## src/rtl/noc_pkg.sv

```systemverilog
// Shared flit-format definitions for the NoC injection and reassembly paths.
package noc_pkg;

  localparam int unsigned FLIT_W         = 17;
  localparam int unsigned BYTES_PER_WORD = 4;
  localparam int unsigned SRC_W          = 4;
  localparam int unsigned RNAME_W        = 4;

  localparam int unsigned VALID_B   = 16;
  localparam int unsigned SRC_LSB   = 12;
  localparam int unsigned RNAME_LSB = 8;
  localparam int unsigned BYTE_LSB  = 0;

  typedef logic [FLIT_W-1:0] flit_t;

  typedef enum logic {
    IDLE,
    SEND
  } inj_state_t;

  // Assemble one flit; a valid flit always has the valid bit set, even for a zero byte.
  function automatic flit_t make_flit(input logic [SRC_W-1:0]   src,
                                      input logic [RNAME_W-1:0] rname,
                                      input logic [7:0]         byte_val);
    flit_t f;
    f                        = '0;
    f[VALID_B]               = 1'b1;
    f[SRC_LSB +: SRC_W]      = src;
    f[RNAME_LSB +: RNAME_W]  = rname;
    f[BYTE_LSB +: 8]         = byte_val;
    return f;
  endfunction

endpackage

```

## src/rtl/noc_inject_arbiter_if.sv

```systemverilog
// Requester-side handshake and router-side flit port of the injection arbiter.
interface noc_inject_arbiter_if
  import noc_pkg::*;
#(
  parameter int unsigned N_REQ = 4
) ();

  logic [N_REQ-1:0]    req_valid;
  logic [32*N_REQ-1:0] req_data;
  logic [N_REQ-1:0]    req_ready;
  logic [RNAME_W-1:0]  r_name;
  flit_t               to_r;
  logic                r_ready;
  logic                busy;
  logic [SRC_W-1:0]    grant_id;

  modport master (
    output req_valid, req_data, r_name, r_ready,
    input  req_ready, to_r, busy, grant_id
  );

  modport slave (
    input  req_valid, req_data, r_name, r_ready,
    output req_ready, to_r, busy, grant_id
  );

endinterface

```

## src/rtl/rr_arbiter.sv

```systemverilog
// Combinational round-robin pick: first requester strictly after ptr, wrapping.
module rr_arbiter #(
  parameter int unsigned N_REQ = 4
) (
  input  logic [N_REQ-1:0]         req,
  input  logic [$clog2(N_REQ)-1:0] ptr,
  output logic [N_REQ-1:0]         grant,
  output logic [$clog2(N_REQ)-1:0] idx,
  output logic                     any
);

  localparam int unsigned IDX_W = $clog2(N_REQ);

  // Scan N_REQ positions starting just after the pointer; the first hit wins.
  always_comb begin
    int unsigned      cand;
    logic [IDX_W-1:0] c;
    grant = '0;
    idx   = '0;
    any   = 1'b0;
    cand  = 0;
    c     = '0;
    for (int unsigned i = 1; i <= N_REQ; i++) begin
      cand = (32'(ptr) + i) % N_REQ;
      c    = IDX_W'(cand);
      if (!any && req[c]) begin
        any      = 1'b1;
        idx      = c;
        grant[c] = 1'b1;
      end
    end
  end

endmodule

```

## src/rtl/noc_inject_arbiter.sv

```systemverilog
// Round-robin injection arbiter: accepts one 32-bit word at a time and
// serialises it into four router flits, MSB byte first, without interleaving.
module noc_inject_arbiter
  import noc_pkg::*;
#(
  parameter int unsigned N_REQ = 4
) (
  input logic                 clk,
  input logic                 rst,
  noc_inject_arbiter_if.slave bus
);

  localparam int unsigned IDX_W = $clog2(N_REQ);
  localparam int unsigned CNT_W = $clog2(BYTES_PER_WORD);

  inj_state_t         state_q, state_d;
  logic [IDX_W-1:0]   ptr_q, ptr_d;
  logic [CNT_W-1:0]   cnt_q, cnt_d;
  logic [31:0]        data_q, data_d;
  logic [SRC_W-1:0]   src_q, src_d;
  logic [RNAME_W-1:0] rname_q, rname_d;
  flit_t              to_r_q, to_r_d;
  logic               busy_q, busy_d;

  logic [N_REQ-1:0]   arb_grant;
  logic [IDX_W-1:0]   arb_idx;
  logic               arb_any;
  logic [N_REQ-1:0]   req_ready_c;
  logic [31:0]        sel_word;

  rr_arbiter #(
    .N_REQ(N_REQ)
  ) u_rr (
    .req   (bus.req_valid),
    .ptr   (ptr_q),
    .grant (arb_grant),
    .idx   (arb_idx),
    .any   (arb_any)
  );

  assign sel_word = bus.req_data[32*arb_idx +: 32];

  // FSM state register.
  always_ff @(posedge clk or negedge rst) begin
    if (!rst) state_q <= IDLE;
    else      state_q <= state_d;
  end

  // Datapath and registered outputs; an in-flight packet is dropped on reset.
  always_ff @(posedge clk or negedge rst) begin
    if (!rst) begin
      ptr_q   <= IDX_W'(N_REQ - 1);
      cnt_q   <= '0;
      data_q  <= '0;
      src_q   <= '0;
      rname_q <= '0;
      to_r_q  <= '0;
      busy_q  <= 1'b0;
    end else begin
      ptr_q   <= ptr_d;
      cnt_q   <= cnt_d;
      data_q  <= data_d;
      src_q   <= src_d;
      rname_q <= rname_d;
      to_r_q  <= to_r_d;
      busy_q  <= busy_d;
    end
  end

  // Next-state, accept handshake and next flit selection.
  // The latched word is shifted left per flit so the current byte is always [31:24].
  always_comb begin
    state_d     = state_q;
    ptr_d       = ptr_q;
    cnt_d       = cnt_q;
    data_d      = data_q;
    src_d       = src_q;
    rname_d     = rname_q;
    to_r_d      = to_r_q;
    busy_d      = busy_q;
    req_ready_c = '0;
    unique case (state_q)
      IDLE: begin
        if (arb_any && rst) begin
          req_ready_c = arb_grant;
          data_d      = sel_word;
          src_d       = SRC_W'(arb_idx);
          rname_d     = bus.r_name;
          ptr_d       = arb_idx;
          cnt_d       = '0;
          busy_d      = 1'b1;
          to_r_d      = make_flit(SRC_W'(arb_idx), bus.r_name, sel_word[31:24]);
          state_d     = SEND;
        end
      end
      SEND: begin
        if (bus.r_ready) begin
          if (cnt_q == CNT_W'(BYTES_PER_WORD - 1)) begin
            to_r_d  = '0;
            busy_d  = 1'b0;
            src_d   = '0;
            state_d = IDLE;
          end else begin
            data_d = data_q << 8;
            to_r_d = make_flit(src_q, rname_q, data_q[23:16]);
            cnt_d  = cnt_q + CNT_W'(1);
          end
        end
      end
      default: state_d = IDLE;
    endcase
  end

  assign bus.req_ready = req_ready_c;
  assign bus.to_r      = to_r_q;
  assign bus.busy      = busy_q;
  assign bus.grant_id  = src_q;

endmodule
```

## src/flat_wrapper.sv

```systemverilog
// flat-port wrapper written by rule: the top's interface ports become plain ports
module noc_inject_arbiter_flat import noc_pkg::*;
#(
  parameter int unsigned N_REQ = 4
)
  (clk, rst, bus_req_valid, bus_req_data, bus_r_name, bus_r_ready, bus_req_ready, bus_to_r, bus_busy, bus_grant_id);
  noc_inject_arbiter_if #(.N_REQ(N_REQ)) bus_i ();
  input logic clk;
  input logic rst;
  input wire logic [$bits(bus_i.req_valid)-1:0] bus_req_valid;
  input wire logic [$bits(bus_i.req_data)-1:0] bus_req_data;
  input wire logic [$bits(bus_i.r_name)-1:0] bus_r_name;
  input wire logic [$bits(bus_i.r_ready)-1:0] bus_r_ready;
  output wire logic [$bits(bus_i.req_ready)-1:0] bus_req_ready;
  output wire logic [$bits(bus_i.to_r)-1:0] bus_to_r;
  output wire logic [$bits(bus_i.busy)-1:0] bus_busy;
  output wire logic [$bits(bus_i.grant_id)-1:0] bus_grant_id;
  assign bus_i.req_valid = bus_req_valid;
  assign bus_i.req_data = bus_req_data;
  assign bus_i.r_name = bus_r_name;
  assign bus_i.r_ready = bus_r_ready;
  assign bus_req_ready = bus_i.req_ready;
  assign bus_to_r = bus_i.to_r;
  assign bus_busy = bus_i.busy;
  assign bus_grant_id = bus_i.grant_id;
  noc_inject_arbiter #(.N_REQ(N_REQ)) u_core (.clk(clk), .rst(rst), .bus(bus_i));
endmodule
```

## config.mk

```make
export PLATFORM = sky130hd
export DESIGN_NAME = noc_inject_arbiter_flat
export DESIGN_NICKNAME = d
export VERILOG_FILES = /design/src/rtl/noc_pkg.sv /design/src/rtl/noc_inject_arbiter_if.sv /design/src/rtl/rr_arbiter.sv /design/src/rtl/noc_inject_arbiter.sv /design/src/flat_wrapper.sv
export SDC_FILE = /design/constraint.sdc
export NUM_CORES = 1
export LEC_CHECK = 0
export BUFFER_PORTS_ARGS = -buffer_cell sky130_fd_sc_hd__buf_2
export CORE_ASPECT_RATIO = 1.5
export CORE_MARGIN = 2
export CORE_UTILIZATION = 54
export CTS_CLUSTER_DIAMETER = 200
export DETAILED_ROUTE_END_ITERATION = 10
export GPL_ROUTABILITY_DRIVEN = 0
export PLACE_DENSITY = 0.87
export SYNTH_ARGS = -nofsm -noshare
export SYNTH_HDL_FRONTEND = slang
export SYNTH_SLANG_ARGS = --single-unit
```

## constraint.sdc

```tcl
create_clock -name clk -period 8.1 [get_ports clk]
set_input_delay 0.81 -clock clk [delete_from_list [all_inputs] [get_ports clk]]
set_output_delay 0.81 -clock clk [all_outputs]
set_load 0.03 [all_outputs]
```

==> results.md <==
* Antenna diode instance count at 0
* Post-CTS Hold Fix Bufs at 0
* Outcome: finished clean
* Total Negative Setup Slacks at 0 ns
* Least setup slack across all paths after layout at 2.281 ns
* Number of buffers inserted to repair setup after CTS at 0
* Crit path capture type: register
* Crit-path max FO at 39
* Maximum single-stage delay on the critical path at 0.98 ns
* Antenna violations before repair at 0
* Portion of the post-synthesis area used by sequential elements at 0.2935
* Maximum vdd ir drop at 0.3274 mV
* Vertical die dimension at 114.0 um
* I/O pin total at 165
* Maximum number of pins on one net before global-route repair at 54
* Initial standard-cell utilization of the core at 0.5509
* Required arrival time at the worst endpoint at 8.25 ns
* Synth top area cells: dfrtp_1 28%, nand3_1 8.7%, nand2_1 4.7%
* Unrepaired setup endpoints after global routing: no
* Wire per inst at 18.53 um
* Worst Skew at 0.005339 ns
* Average cell area after synthesis at 7.836 um^2
* Upper clock frequency limit at 171.8 MHz
* Static Leak at 2.390 nW
* Remaining design rule violation count at 0
* Cell with the largest stage delay on the worst path: dfstp_2
* Cells along the critical path: clkinv_1 > ha_1 > mux4_2 > nand2b_1 > nand2_1 > a21boi_4 > mux2i_1 > o221ai_1
* Total count of hold-check failures in the final report at 0
* Overflow left after global routing at 0
* Number of vias in the routed layout at 5126
* Die span in x at 77.34 um
* Total of fill cells in the finished design at 707
* Buf+Inv Stages, Crit Path at 1
* Count of state elements after synthesis at 51
* Total Power Consumption at 2.082 mW
* Worst min-delay path class: register to register
* Post-Place Setup Slack at 2.455 ns
* Number of vias per cell after detailed routing at 6.597
* TritonCTS clock tree: yes
* Net count of the finished layout at 819
* Global-route wire length before repair at 22600 um
* Critical path class: register to register
* Total routed wirelength at 14400 um
* Iteration count of the initial detailed-routing pass at 8
* Area share of the leading cell type in the synthesized netlist at 0.2814
* Clk pin slew, worst setup/hold paths at 0.07 ns
* Relative slew slack at 0.2014
* Number of global-route vias before repair at 4704
* Clock Path Buffers at 2
* Netlist cell types at 49
* Cells after synthesis at 556
* Ratio of total power to cell area at 397.4 nW/um^2
* Post-synth top flop: dfrtp_1
* Post-synthesis instance area at 4357 um^2
* Port Buf Inserts at 160
* Cell type with the highest aggregate area in the netlist: dfrtp_1
* Std-Cell Rows at 40
* Arrival time worst endpoint at 5.97 ns
* Fraction of the cycle the final worst path needs at 0.7184
* Core footprint at 7908 um^2
* Number of DRC violations after detailed-routing iteration 0 at 531
* Post-layout minimum cycle time at 5.819 ns
* Fraction of layout cells with a size suffix above 1 at 0.3021
* Total number of H-tree levels at 2
* Placed wire-length estimate after detailed placement at 10380 um
* Count of antenna-violating nets left after detailed routing at 0
* Final setup fails at 0
* Growth of design area from synthesis to finish at 20.22%
* Critical path launch point type: register
* Worst-skew pair later-pin latency at 0.29 ns
* CP delay by family, top: compound AO/OA/AOI/OAI gates
* Cts bufs inserted at 5
* Cell at the root of the clock tree: clkbuf_16
* Number of enable-type register cells in the synthesized netlist at 0
* Number of clock sinks at 51
* Share of synthesized flip-flops with an asynchronous set or reset at 1.000
* Global Route Usage Sum at 0.3152
* Count of maximum capacitance violations at 0
* Transition time at the pin with the least slew margin at 1.195 ns
* Die area at 8818 um^2
* Post-cts resize count at 0
* Count of warnings emitted by yosys at 0
* Slew Viols, Final at 0
## synthesized netlist by cell type, types with 6 or more instances
| library cell | number |
|---|---|
| nor3_1 | 6 |
| a211oi_1 | 6 |
| a31oi_1 | 12 |
| o22ai_1 | 6 |
| or3_1 | 28 |
| nand2_1 | 55 |
| o2111ai_1 | 23 |
| clkbuf_1 | 38 |
| and3_1 | 10 |
| nand3_1 | 76 |
| inv_1 | 6 |
| a21oi_1 | 29 |
| mux2i_1 | 18 |
| o21ai_0 | 38 |
| nor2_1 | 37 |
| dfrtp_1 | 49 |
| buf_2 | 9 |
| mux2_2 | 14 |
| o221ai_1 | 10 |
| ha_1 | 9 |
| o211ai_1 | 20 |
## metal layers
layer / up-vias / part of all wire / global-route usage
li1: 2314 / - / -
met1: 2423 / 0.38 / 0.4200
met2: 333 / 0.49 / 0.5125
met3: 56 / 0.092 / 0.03718
met4: 0 / 0.040 / 0.1476
met5: - / 0 / 0
## cells in the final DEF (no fill, tap or decap), types with 6 or more instances in the layout
cell type and n:
nor3_1 6, nor2_1 37, o221ai_1 10, nand3_1 76
buf_4 7, o21ai_0 38, mux2_2 14, or3_1 28
nand2_1 55, o22ai_1 6, a31oi_1 12, inv_1 6
and3_1 10, mux2i_1 18, buf_2 160, o2111ai_1 23
o211ai_1 20, ha_1 9, a211oi_1 6, a21oi_1 29
dfrtp_1 49
## state kept, by name, indices dropped and copies added (netlist names)
name,count
u_core.bus.grant_id,2
u_core.bus.busy,1
u_core.rname_q,4
u_core.ptr_q,2
u_core.data_q,24
u_core.bus.to_r,15
u_core.cnt_q,2
u_core.state_q,1
## layout make-up
cell class | instances | area, um^2 | share of cell area
Timing Repair Buffer | 167 | 853.3 | 0.1629
Clock buffer | 5 | 125.1 | 0.02389
Multi-Input combinational cell | 439 | 2779 | 0.5306
Clock inverter | 3 | 43.79 | 0.008361
Sequential cell | 51 | 1279 | 0.2441
Inverter | 7 | 26.28 | 0.005017
Tap cell | 105 | 131.4 | 0.02508
## per-stage QoR
step           cells  instance area [um^2]  utilization  hold WS [ns]
4_1_cts          777                  5238       0.6623        0.4788
2_1_floorplan    559                  4368            -        0.4455
3_5_place_dp     769                  5069       0.6410        0.4624
6_report         777                  5238       0.6623        0.4778
5_1_grt          777                  5238       0.6623        0.5152
3_3_place_gp     769                  5069       0.6410        0.4567
## final timing paths
kind,startpoint,to,slack (ns),cells after the start
setup / recovery,u_core.ptr_q[0],u_core.data_q[18],2.28,8
hold / removal,u_core.bus.to_r[16],u_core.bus.to_r[16],0.48,2
setup reg to reg,u_core.ptr_q[0],u_core.data_q[18],2.28,8
hold reg to reg,u_core.bus.to_r[16],u_core.bus.to_r[16],0.48,2
max in group asynchronous,rst,u_core.data_q[0],7.04,2
min in group asynchronous,rst,u_core.bus.to_r[9],0.63,2
## where the power goes
| part | switching [mW] | internal [mW] | total, mW |
|---|---|---|---|
| combinational | 0.869 | 0.493 | 1.36 |
| sequential | 0.0997 | 0.377 | 0.477 |
| clock | 0.0963 | 0.146 | 0.242 |
| total | 1.07 | 1.02 | 2.08 |
## worst min-delay path, cell delays in order (launching register included)
cell	delay, ns
dfrtp_1	0.34
nand2_1	0.05
nand2_1	0.05
## cells by family after synthesis
group           after synthesis  share of synthesized area
fa+ha+maj                     9                    0.02585
other cells                   1                  0.0008607
compound gates              161                     0.2533
buf+inv                      69                    0.07438
mux                          35                    0.09305
simple gates                230                     0.2590
flops                        51                     0.2935
Power figures use the tool's default switching activity.
